**config.mk**
```make
export PLATFORM = sky130hd
export DESIGN_NAME = processor_stage1
export DESIGN_NICKNAME = d
export VERILOG_FILES = /design/src/rtl/processor_pkg.sv /design/src/rtl/processor_stage1.sv
export SDC_FILE = /design/constraint.sdc
export NUM_CORES = 1
export LEC_CHECK = 0
export CAP_MARGIN = 25
export CORE_MARGIN = 2
export CORE_UTILIZATION = 30
export DETAILED_ROUTE_END_ITERATION = 7
export HOLD_SLACK_MARGIN = 0.05
export PLACE_DENSITY = 0.72
export SETUP_SLACK_MARGIN = 0.02
export SYNTH_ARGS = -nofsm -noshare
export SYNTH_HDL_FRONTEND = slang
export SYNTH_SLANG_ARGS = --single-unit
```
**constraint.sdc**
```tcl
create_clock -name clock -period 2.2 [get_ports clock]
set_input_delay 0.44 -clock clock [delete_from_list [all_inputs] [get_ports clock]]
set_output_delay 0.44 -clock clock [all_outputs]
set_load 0.01 [all_outputs]
```
**src/rtl/processor_pkg.sv**
```systemverilog
// Shared definitions for the asm18 pipeline: opcode encodings and fetch-stage states.
package processor_pkg;

  localparam int OPCODE_W = 4;

  localparam logic [OPCODE_W-1:0] OP_NOP    = 4'h0;
  localparam logic [OPCODE_W-1:0] OP_LOAD   = 4'h1;
  localparam logic [OPCODE_W-1:0] OP_STORE  = 4'h2;
  localparam logic [OPCODE_W-1:0] OP_ADD    = 4'h3;
  localparam logic [OPCODE_W-1:0] OP_SUB    = 4'h4;
  localparam logic [OPCODE_W-1:0] OP_AND    = 4'h5;
  localparam logic [OPCODE_W-1:0] OP_OR     = 4'h6;
  localparam logic [OPCODE_W-1:0] OP_XOR    = 4'h7;
  localparam logic [OPCODE_W-1:0] OP_SHIFT  = 4'h8;
  localparam logic [OPCODE_W-1:0] OP_LOADI  = 4'h9;
  localparam logic [OPCODE_W-1:0] OP_BRANCH = 4'hA;
  localparam logic [OPCODE_W-1:0] OP_JUMP   = 4'hB;
  localparam logic [OPCODE_W-1:0] OP_CALL   = 4'hC;
  localparam logic [OPCODE_W-1:0] OP_RET    = 4'hD;
  localparam logic [OPCODE_W-1:0] OP_IO     = 4'hE;
  localparam logic [OPCODE_W-1:0] OP_WAIT   = 4'hF;

  typedef enum logic [1:0] {
    PRIME = 2'd0,
    RUN   = 2'd1,
    WAIT  = 2'd2
  } fetch_state_t;

endpackage

```
**src/rtl/processor_stage1.sv**
```systemverilog
// asm18 instruction fetch: owns the instruction pointer, addresses the synchronous
// code memory and presents ip/code_word/no_operation to the register-read stage.
module processor_stage1
  import processor_pkg::*;
#(
  parameter int                    ADDR_SIZE  = 18,
  parameter int                    WORD_SIZE  = 18,
  parameter logic [ADDR_SIZE-1:0]  RESET_ADDR = '0
) (
  input  logic                 clock,
  input  logic                 reset,
  output logic [ADDR_SIZE-1:0] code_addr,
  input  logic [WORD_SIZE-1:0] code_word_in,
  input  logic                 jump_enable,
  input  logic [ADDR_SIZE-1:0] jump_addr,
  input  logic                 stall,
  input  logic                 wake,
  output logic                 no_operation,
  output logic [ADDR_SIZE-1:0] ip,
  output logic [WORD_SIZE-1:0] code_word,
  output logic                 waiting
);

  fetch_state_t         state_q, state_d;
  logic [ADDR_SIZE-1:0] fetch_ip_q, fetch_ip_d;
  logic [ADDR_SIZE-1:0] ip_inc;
  logic [OPCODE_W-1:0]  opcode;

  assign ip_inc = fetch_ip_q + 1'b1;
  assign opcode = code_word_in[WORD_SIZE-1 -: OPCODE_W];

  always_comb begin
    state_d    = state_q;
    fetch_ip_d = fetch_ip_q;
    code_addr  = ip_inc;

    if (reset) begin
      code_addr  = RESET_ADDR;
      fetch_ip_d = RESET_ADDR;
      state_d    = PRIME;
    end else if (jump_enable) begin
      code_addr  = jump_addr;
      fetch_ip_d = jump_addr;
      state_d    = RUN;
    end else if (state_q == WAIT) begin
      // Keep the following word in flight so a wake resumes without a bubble.
      code_addr = ip_inc;
      if (wake) begin
        fetch_ip_d = ip_inc;
        state_d    = RUN;
      end
    end else if (stall) begin
      code_addr = fetch_ip_q;
    end else if (state_q == PRIME) begin
      code_addr = fetch_ip_q;
      state_d   = RUN;
    end else if (opcode == OP_WAIT) begin
      code_addr = ip_inc;
      state_d   = WAIT;
    end else begin
      code_addr  = ip_inc;
      fetch_ip_d = ip_inc;
    end
  end

  always_ff @(posedge clock) begin
    state_q    <= state_d;
    fetch_ip_q <= fetch_ip_d;
  end

  assign ip           = fetch_ip_q;
  assign code_word    = code_word_in;
  assign no_operation = reset | (state_q != RUN) | jump_enable | stall;
  assign waiting      = (state_q == WAIT);

endmodule

```
[After elaboration in Yosys (flattened, before gate mapping)]
Cells that the tools add are included.
Word-level totals
  flip-flop bits (word level): 20
  latch bits: 0
  bits in writable memories: 0
  memory bits (read-only): 0
  output and inout bits: 56
  logic and storage cells: 40
  memories kept: 0
Operators by class
  $add $sub $neg: 1
  multipliers: 0
  divide/modulo/power cells: 0
  order comparisons: 0
  equal/unequal tests: 9
  shift-type cells: 0
  muxes and demuxes: 17
  bitwise operators: 3
  reductions and logical operators: 7
Operator list (number)
  two-way mux 18 bit: 11
  adder 18 x 1 -> 18 bit, second input constant: 1
  two-way mux 2 bit: 5
  inequality test 3 bit, second input constant: 3
  AND reduction 3 bit: 2
  == test 4 bit, second input constant: 1
  inequality test 2 x 1 -> 1 bit, second input constant: 2
  AND reduction 4 bit: 1
  nonzero test 4 bit: 1
  inequality test 3 x 2 -> 1 bit, second input constant: 1
  bitwise OR 1 bit: 3
  nonzero test 3 bit: 1
  == test 2 bit, second input constant: 1
  logical NOT 2 bit: 1
  inequality test 2 bit, second input constant: 1
  OR reduction 2 bit: 1
  two-way mux 1 bit: 1

[Longest topological paths before layout]
Gate-level depths: netlist of the first run.
  depth in word-level cells: 6
  depth in mapped cells: 7
  mapped depth without buffers: 5

[Least setup slack after synthesis of the first run]
Ideal clock, no wire load.
  kind: reg2out
  start point: reg fetch_ip_q[4] (netlist: ip[4])
  end point: out code_addr[17]
  data arrival time: 2.127 ns
  setup slack: -0.367 ns
  stages on the path, launching flop included: 7
  cells stage by stage: dfxtp_1 buf_4 nand2_1 or4_4 buf_6 or4_1 a211oi_1
On the way
  cells in the longest elaborated chain, start to end: 6
RTL lines
  start: declaration: line processor_stage1.sv:25  | logic [ADDR_SIZE-1:0] fetch_ip_q, fetch_ip_d;
  start signal: assignment: line processor_stage1.sv:68  | fetch_ip_q <= fetch_ip_d;
  adder 18 x 1 -> 18 bit *: line processor_stage1.sv:29  | assign ip_inc = fetch_ip_q + 1'b1;
  two-way mux 18 bit: line processor_stage1.sv:54  | end else if (state_q == PRIME) begin
  two-way mux 18 bit: line processor_stage1.sv:52  | end else if (stall) begin
  two-way mux 18 bit *: line processor_stage1.sv:45  | end else if (state_q == WAIT) begin
  two-way mux 18 bit *: line processor_stage1.sv:41  | end else if (jump_enable) begin
  two-way mux 18 bit *: line processor_stage1.sv:37  | if (reset) begin
  end: declaration: line processor_stage1.sv:12  | output logic [ADDR_SIZE-1:0] code_addr,
Mark *: on every way between the ends. The rest lies on a longest branch, timed or not.

[Worst setup path after layout of the first run]
  start point: reg fetch_ip_q[0] (netlist: ip[0])
  end point: out code_addr[17]
The elaborated chain is that of the path after synthesis.

==> results of run 1 <==
synth_stat cells (all sizes together), types with 2 or more instances:
library cell  number
buf               22
o31a              22
dfxtp             20
o21a              18
nor3              15
nor4              15
clkbuf            13
nand2             13
o21ai             11
a211oi             9
a21oi              7
nand4              7
nor2               7
nand3              6
or4                6
a31oi              5
a21boi             4
nand2b             4
xnor2              4
o31ai              3
or2                3
or3                3
xor2               3
and4               2
clkinv             2
inv                2
power by group:
| part | internal, W | switching, W | leakage (nW) | total, W |
|---|---|---|---|---|
| sequential | 0.000388 | 0.0000217 | 0.169 | 0.000410 |
| combinational | 0.000280 | 0.000228 | 1.12 | 0.000509 |
| clock | 0.000244 | 0.000150 | 0.0357 | 0.000394 |
cells in the final DEF (no fill, tap or decap), types with 3 or more instances in the layout:
| cell type | n |
|---|---|
| clkbuf_8 | 3 |
| o31a_1 | 21 |
| dfxtp_1 | 10 |
| nor3_1 | 13 |
| a31oi_1 | 4 |
| o21ai_0 | 9 |
| a21oi_1 | 5 |
| nand2_1 | 11 |
| or4_4 | 3 |
| nand4_1 | 6 |
| nor4_1 | 11 |
| xnor2_1 | 3 |
| buf_6 | 13 |
| xor2_1 | 3 |
| a211oi_1 | 5 |
| nor2_1 | 6 |
| nand3_1 | 4 |
| clkdlybuf4s50_1 | 47 |
| dfxtp_2 | 8 |
| nor4_4 | 4 |
| a21boi_1 | 3 |
| buf_2 | 16 |
| o21a_1 | 18 |
| buf_4 | 83 |
flip-flops by register name (all words and copies together), names as in the netlist:
| name | count |
|---|---|
| ip | 18 |
| state_q | 2 |
layer usage:
metal / global-route usage [%] / vias up / part of all wire, %
li1: - / 1174 / -
met1: 28.5 / 1172 / 45
met2: 35.5 / 78 / 49
met3: 3.19 / 11 / 4.2
met4: 9.00 / 0 / 1.5
met5: 0 / - / 0
layout make-up:
| type | instances | area (um^2) |
|---|---|---|
| clock inverter | 1 | 30.0 |
| fill | 515 | 2460 |
| tap | 75 | 93.8 |
| timing repair buffer | 165 | 1390 |
| inverter | 4 | 16.3 |
| clock buffer | 3 | 41.3 |
| multi-input combinational | 178 | 1440 |
| sequential | 20 | 418 |
logic make-up after synthesis:
| kind of cell | share of synthesized area (%) |
|---|---|
| buffers and inverters | 12.6 |
| adder cells (fa/ha/maj) | 0.691 |
| flip-flops | 22.1 |
| multiplexers | 0.553 |
| AND/OR/NAND/NOR | 26.9 |
| AO/OA/AOI/OAI | 33.8 |
| XOR/XNOR | 3.39 |
stage by stage:
step	cell area [um^2]	std cells	total power (W)	TNS (ps)
2_1_floorplan	1930	237	0.000643	-121
3_3_place_gp	3050	421	0.000885	-14320
3_5_place_dp	3050	421	0.000893	-14970
4_1_cts	3360	442	0.00129	-2520
5_1_grt	3430	446	0.00137	-3730
6_report	3430	446	0.00131	-2800
timing repair:
item,in CTS,in global routing
buffers inserted,18,6
gates resized for setup,115,16
pin swaps,15,13
setup endpoints to repair,19,18
worst paths after layout:
path / slack (ps) / depth (start not counted) / startpoint / end
worst min-delay path: 660 / 3 / ip[1] / ip[1]
worst min register to register: 660 / 3 / ip[1] / ip[1]
worst max-delay path: -360 / 5 / ip[0] / code_addr[17]
worst max register to register: 110 / 8 / ip[0] / ip[12]
critical path, delay by kind of cell, from the launching register on:
| kind | cells | cell delay, ps |
|---|---|---|
| simple gates | 3 | 1080 |
| flops | 1 | 390 |
| buf+inv | 1 | 160 |
| compound gates | 1 | 210 |
==> impl_metrics.ini, run 1 <==
[run]
maxCapViolCount = 0

[floorplan]
die_h_um = 81.7
rows = 28
io_pins = 97
dieArea_um2 = 6670
die_w_um = 81.7
coreArea_um2 = 5890
start_util_pct = 30.8

[setup_path]
cp_max_fo = 3
worst-setup-path-type = flip-flop to output port
cp_slowest_stage_delay_ps = 510
endpoint_kind = output port
worst_path_max_delay_cell = or4_4
start_kind = flip-flop
arrival_ps = 2120
path_cells = nand4_4 > or4_4 > or4_4 > a211oi_4 > buf_2
required_ps = 1760
cp_common_cell = or4_4

[drt]
wl_per_cell_um = 16.2
vias_per_cell = 5.46
drtPass1Iterations = 5
drtIter0Drc = 164
ant_nets = 0
drc = 0
vias = 2435
drt_wl_total_um = 7250

[yosys]
yosysSeqAreaShare_pct = 22.1
syn_inst = 237
ys_async_sr_fraction_pct = 0
synthFlopType = dfxtp_1
synth_top_area_share_pct = 22.1
synth_fp_nets = 279
synth-seq-cells = 20
avgSynthCellArea_um2 = 7.64
yosys_warnings = 0
synth_edf_count = 0
synthTopCellsByArea = dfxtp_1, o31a_1, buf_4
synthDistinctLibCells = 44
synth_top_area_cell = dfxtp_1
synthesis.area_um2 = 1810

[global_route]
grt_overflow = 0
grt_max_degree = 28
grt_pass1_wl_um = 11300
grt_usage_pct = 21.7
grt_pass1_vias = 2314
grt_antenna_before_repair = 0

[sta]
rsz0062_at_grt = true
fin_skew_ps = 11.7
post-route-worst-setup-slack_ps = -363
worstMarginPinSlew_ps = 483
max_freq_ghz = 0.390
fin_crit_ps = 2560
finalSetupViolations = 12
hold_viol = 0
fin_crit_sh_pct = 117
whs_ps = 664
slew_viol_final = 0
max-slew-margin-rel_pct = 67.5

[final_layout]
syn_to_final_growth_pct = 89.4
fin_nets = 414
utilization_pct = 58.3
drive_above_1_share_pct = 45.8
diodes = 0

[clock_network]
cts.htree.levels = 1
cts.sinks = 20
cts.clk_slew.worst_paths_ps = 90
numCtsBuffers = 3
cts_buffer_depth = 2
hold_buffers = 0
cts_tree = yes
ctsRootBufferMaster = clkbuf_8
worstSkewPairLatency_ps = 280

[min_path]
hold_class = flip-flop to flip-flop

[place]
hpwl_um = 4990
pre_cts_slack_ps = -1020
gp_congestion = 0.870
port_buffers = 68

[power]
leakagePower_nw = 1.32
ir_worst_vdd_v = 0.000316
power_density_nw_per_um2 = 383

[status]
violations = setup timing
outcome = finished with violations
Note: power is estimated with default switching activity, not from simulation.
==> inputs of run 2 (changes only) <==
==> constraint.sdc (replaced) <==
create_clock -name clock -period 2.2 [get_ports clock]
set_input_delay 0.33 -clock clock [delete_from_list [all_inputs] [get_ports clock]]
set_output_delay 0.33 -clock clock [all_outputs]
set_load 0.01 [all_outputs]
==> run 2 against run 1 <==
The run still ends with setup timing left. Sequential power barely moved. Worst setup slack gained 130 ps. Routed wire length is 3.2% higher. Maximum frequency is 5.3% higher. Sequential share of layout area up 0.15 points. Critical path depth is the same. Critical endpoint unchanged.
==> impl_metrics.ini, run 2 (synthesis results as in run 1) <==
[final_layout]
seq_area_um2 = 418
fin_nets = 408
n_fill_cell = 513
mostFrequentLayoutCell = buf_4
multi_input_area_um2 = 1400
syn_to_final_growth_pct = 87.1
drive_above_1_share_pct = 43.3
design_area_um2 = 3390
stdcell_count = 440
diodes = 0
largest_reg_flops = 18
mostFrequentLayoutCells = buf_4, clkdlybuf4s50_1, o31a_1

[clock_network]
numCtsBuffers = 3
cts_tree = yes
cts.htree.levels = 1
cts.sinks = 20
cts_buffer_depth = 2
ctsRootBufferMaster = clkbuf_8
cts.clk_slew.worst_paths_ps = 80
worstSkewPairLatency_ps = 260
hold_buffers = 0

[sta]
slew_viol_final = 0
max-slew-margin-rel_pct = 66.7
setup_tns_ps = -1260
fin_crit_ps = 2440
hold_viol = 0
whs_ps = 656
rsz0062_at_grt = true
fin_crit_sh_pct = 111
max_freq_ghz = 0.411
worstMarginPinSlew_ps = 494
fin_skew_ps = 2.53
post-route-worst-setup-slack_ps = -235
finalSetupViolations = 10

[global_route]
grt_antenna_before_repair = 0
grt_usage_pct = 22.2
grt_overflow = 0
grt_pass1_vias = 2452
grt_max_degree = 28
grt_pass1_wl_um = 11600

[floorplan]
rows = 28
dieArea_um2 = 6670
io_pins = 97
coreArea_um2 = 5890
start_util_pct = 30.8
die_w_um = 81.7
die_h_um = 81.7

[setup_path]
worst-setup-path-type = flip-flop to output port
required_ps = 1870
endpoint_kind = output port
arrival_ps = 2110
start_kind = flip-flop
cp_max_fo = 3

[drt]
drc = 0
ant_nets = 0
drt_wl_total_um = 7480
wl_per_cell_um = 17.0
vias = 2447
drtPass1Iterations = 4
vias_per_cell = 5.56
drtIter0Drc = 108

[power]
totalPowerFinal_w = 0.00119
ir_worst_vdd_v = 0.000213
power_density_nw_per_um2 = 352
leakagePower_nw = 1.28

[place]
hpwl_um = 4950
port_buffers = 68
postPlaceCellArea_um2 = 2990
placedCellCount = 416
gp_congestion = 0.848

[status]
outcome = finished with violations
violations = setup timing

[min_path]
hold_class = flip-flop to flip-flop

[run]
maxCapViolCount = 0
[run 2: cell types whose count changed in the layout (fill, tap and decap cells not counted), sizes merged]
cell and change:
buf -11, dlygate4sd2 +6, bufinv -1, clkbuf +1
clkdlybuf4s15 -1
[run 2: worst max-delay path, cell delays in order, from the launching register on]
cell	delay, ps
dfxtp_4	370
nand4_4	110
or4_4	510
or4_4	440
a211oi_4	250
buf_2	160
[run 2: worst paths after layout]
path | start | to | slack [ps] | depth (start not counted)
setup / recovery | ip[0] | code_addr[17] | -240 | 5
hold / removal | state_q[0] | state_q[1] | 660 | 3
setup reg to reg | ip[1] | ip[12] | 190 | 8
hold reg to reg | state_q[0] | state_q[1] | 660 | 3
[run 2: where the power goes]
part           total [W]  switching, W  leakage [nW]  internal [W]
combinational   0.000494      0.000223          1.08      0.000271
clock           0.000288      0.000128        0.0288      0.000159
sequential      0.000409     0.0000208         0.169      0.000388
[run 2: area by class of cell]
class / instances / area share (%)
clock buffer: 4 / 1.63
inverter: 4 / 0.480
multi-input combinational: 178 / 41.4
sequential: 20 / 12.3
tap: 75 / 2.77
timing repair buffer: 159 / 41.3
[run 2: per-stage QoR]
| step | worst slack (ps) | util, % |
|---|---|---|
| floorplan | 5.57 | - |
| global placement | -517 | 50.8 |
| detailed placement | -525 | 50.8 |
| CTS | -254 | 56.1 |
| global route | -306 | 57.5 |
| finish | -235 | 57.5 |
[run 2: metal layers]
layer	track usage, %	share of wire (%)	vias to the layer above
met4	5.67	2.2	0
met1	26.3	40	1160
li1	-	-	1158
met5	0	0	-
met2	40.9	51	107
met3	3.96	6.7	22
[run 2: what timing repair did]
item | CTS | global route
setup endpoints to repair | 19 | 18
setup buffers | 17 | 3
pin swaps | 15 | 13
gates resized for setup | 92 | 19
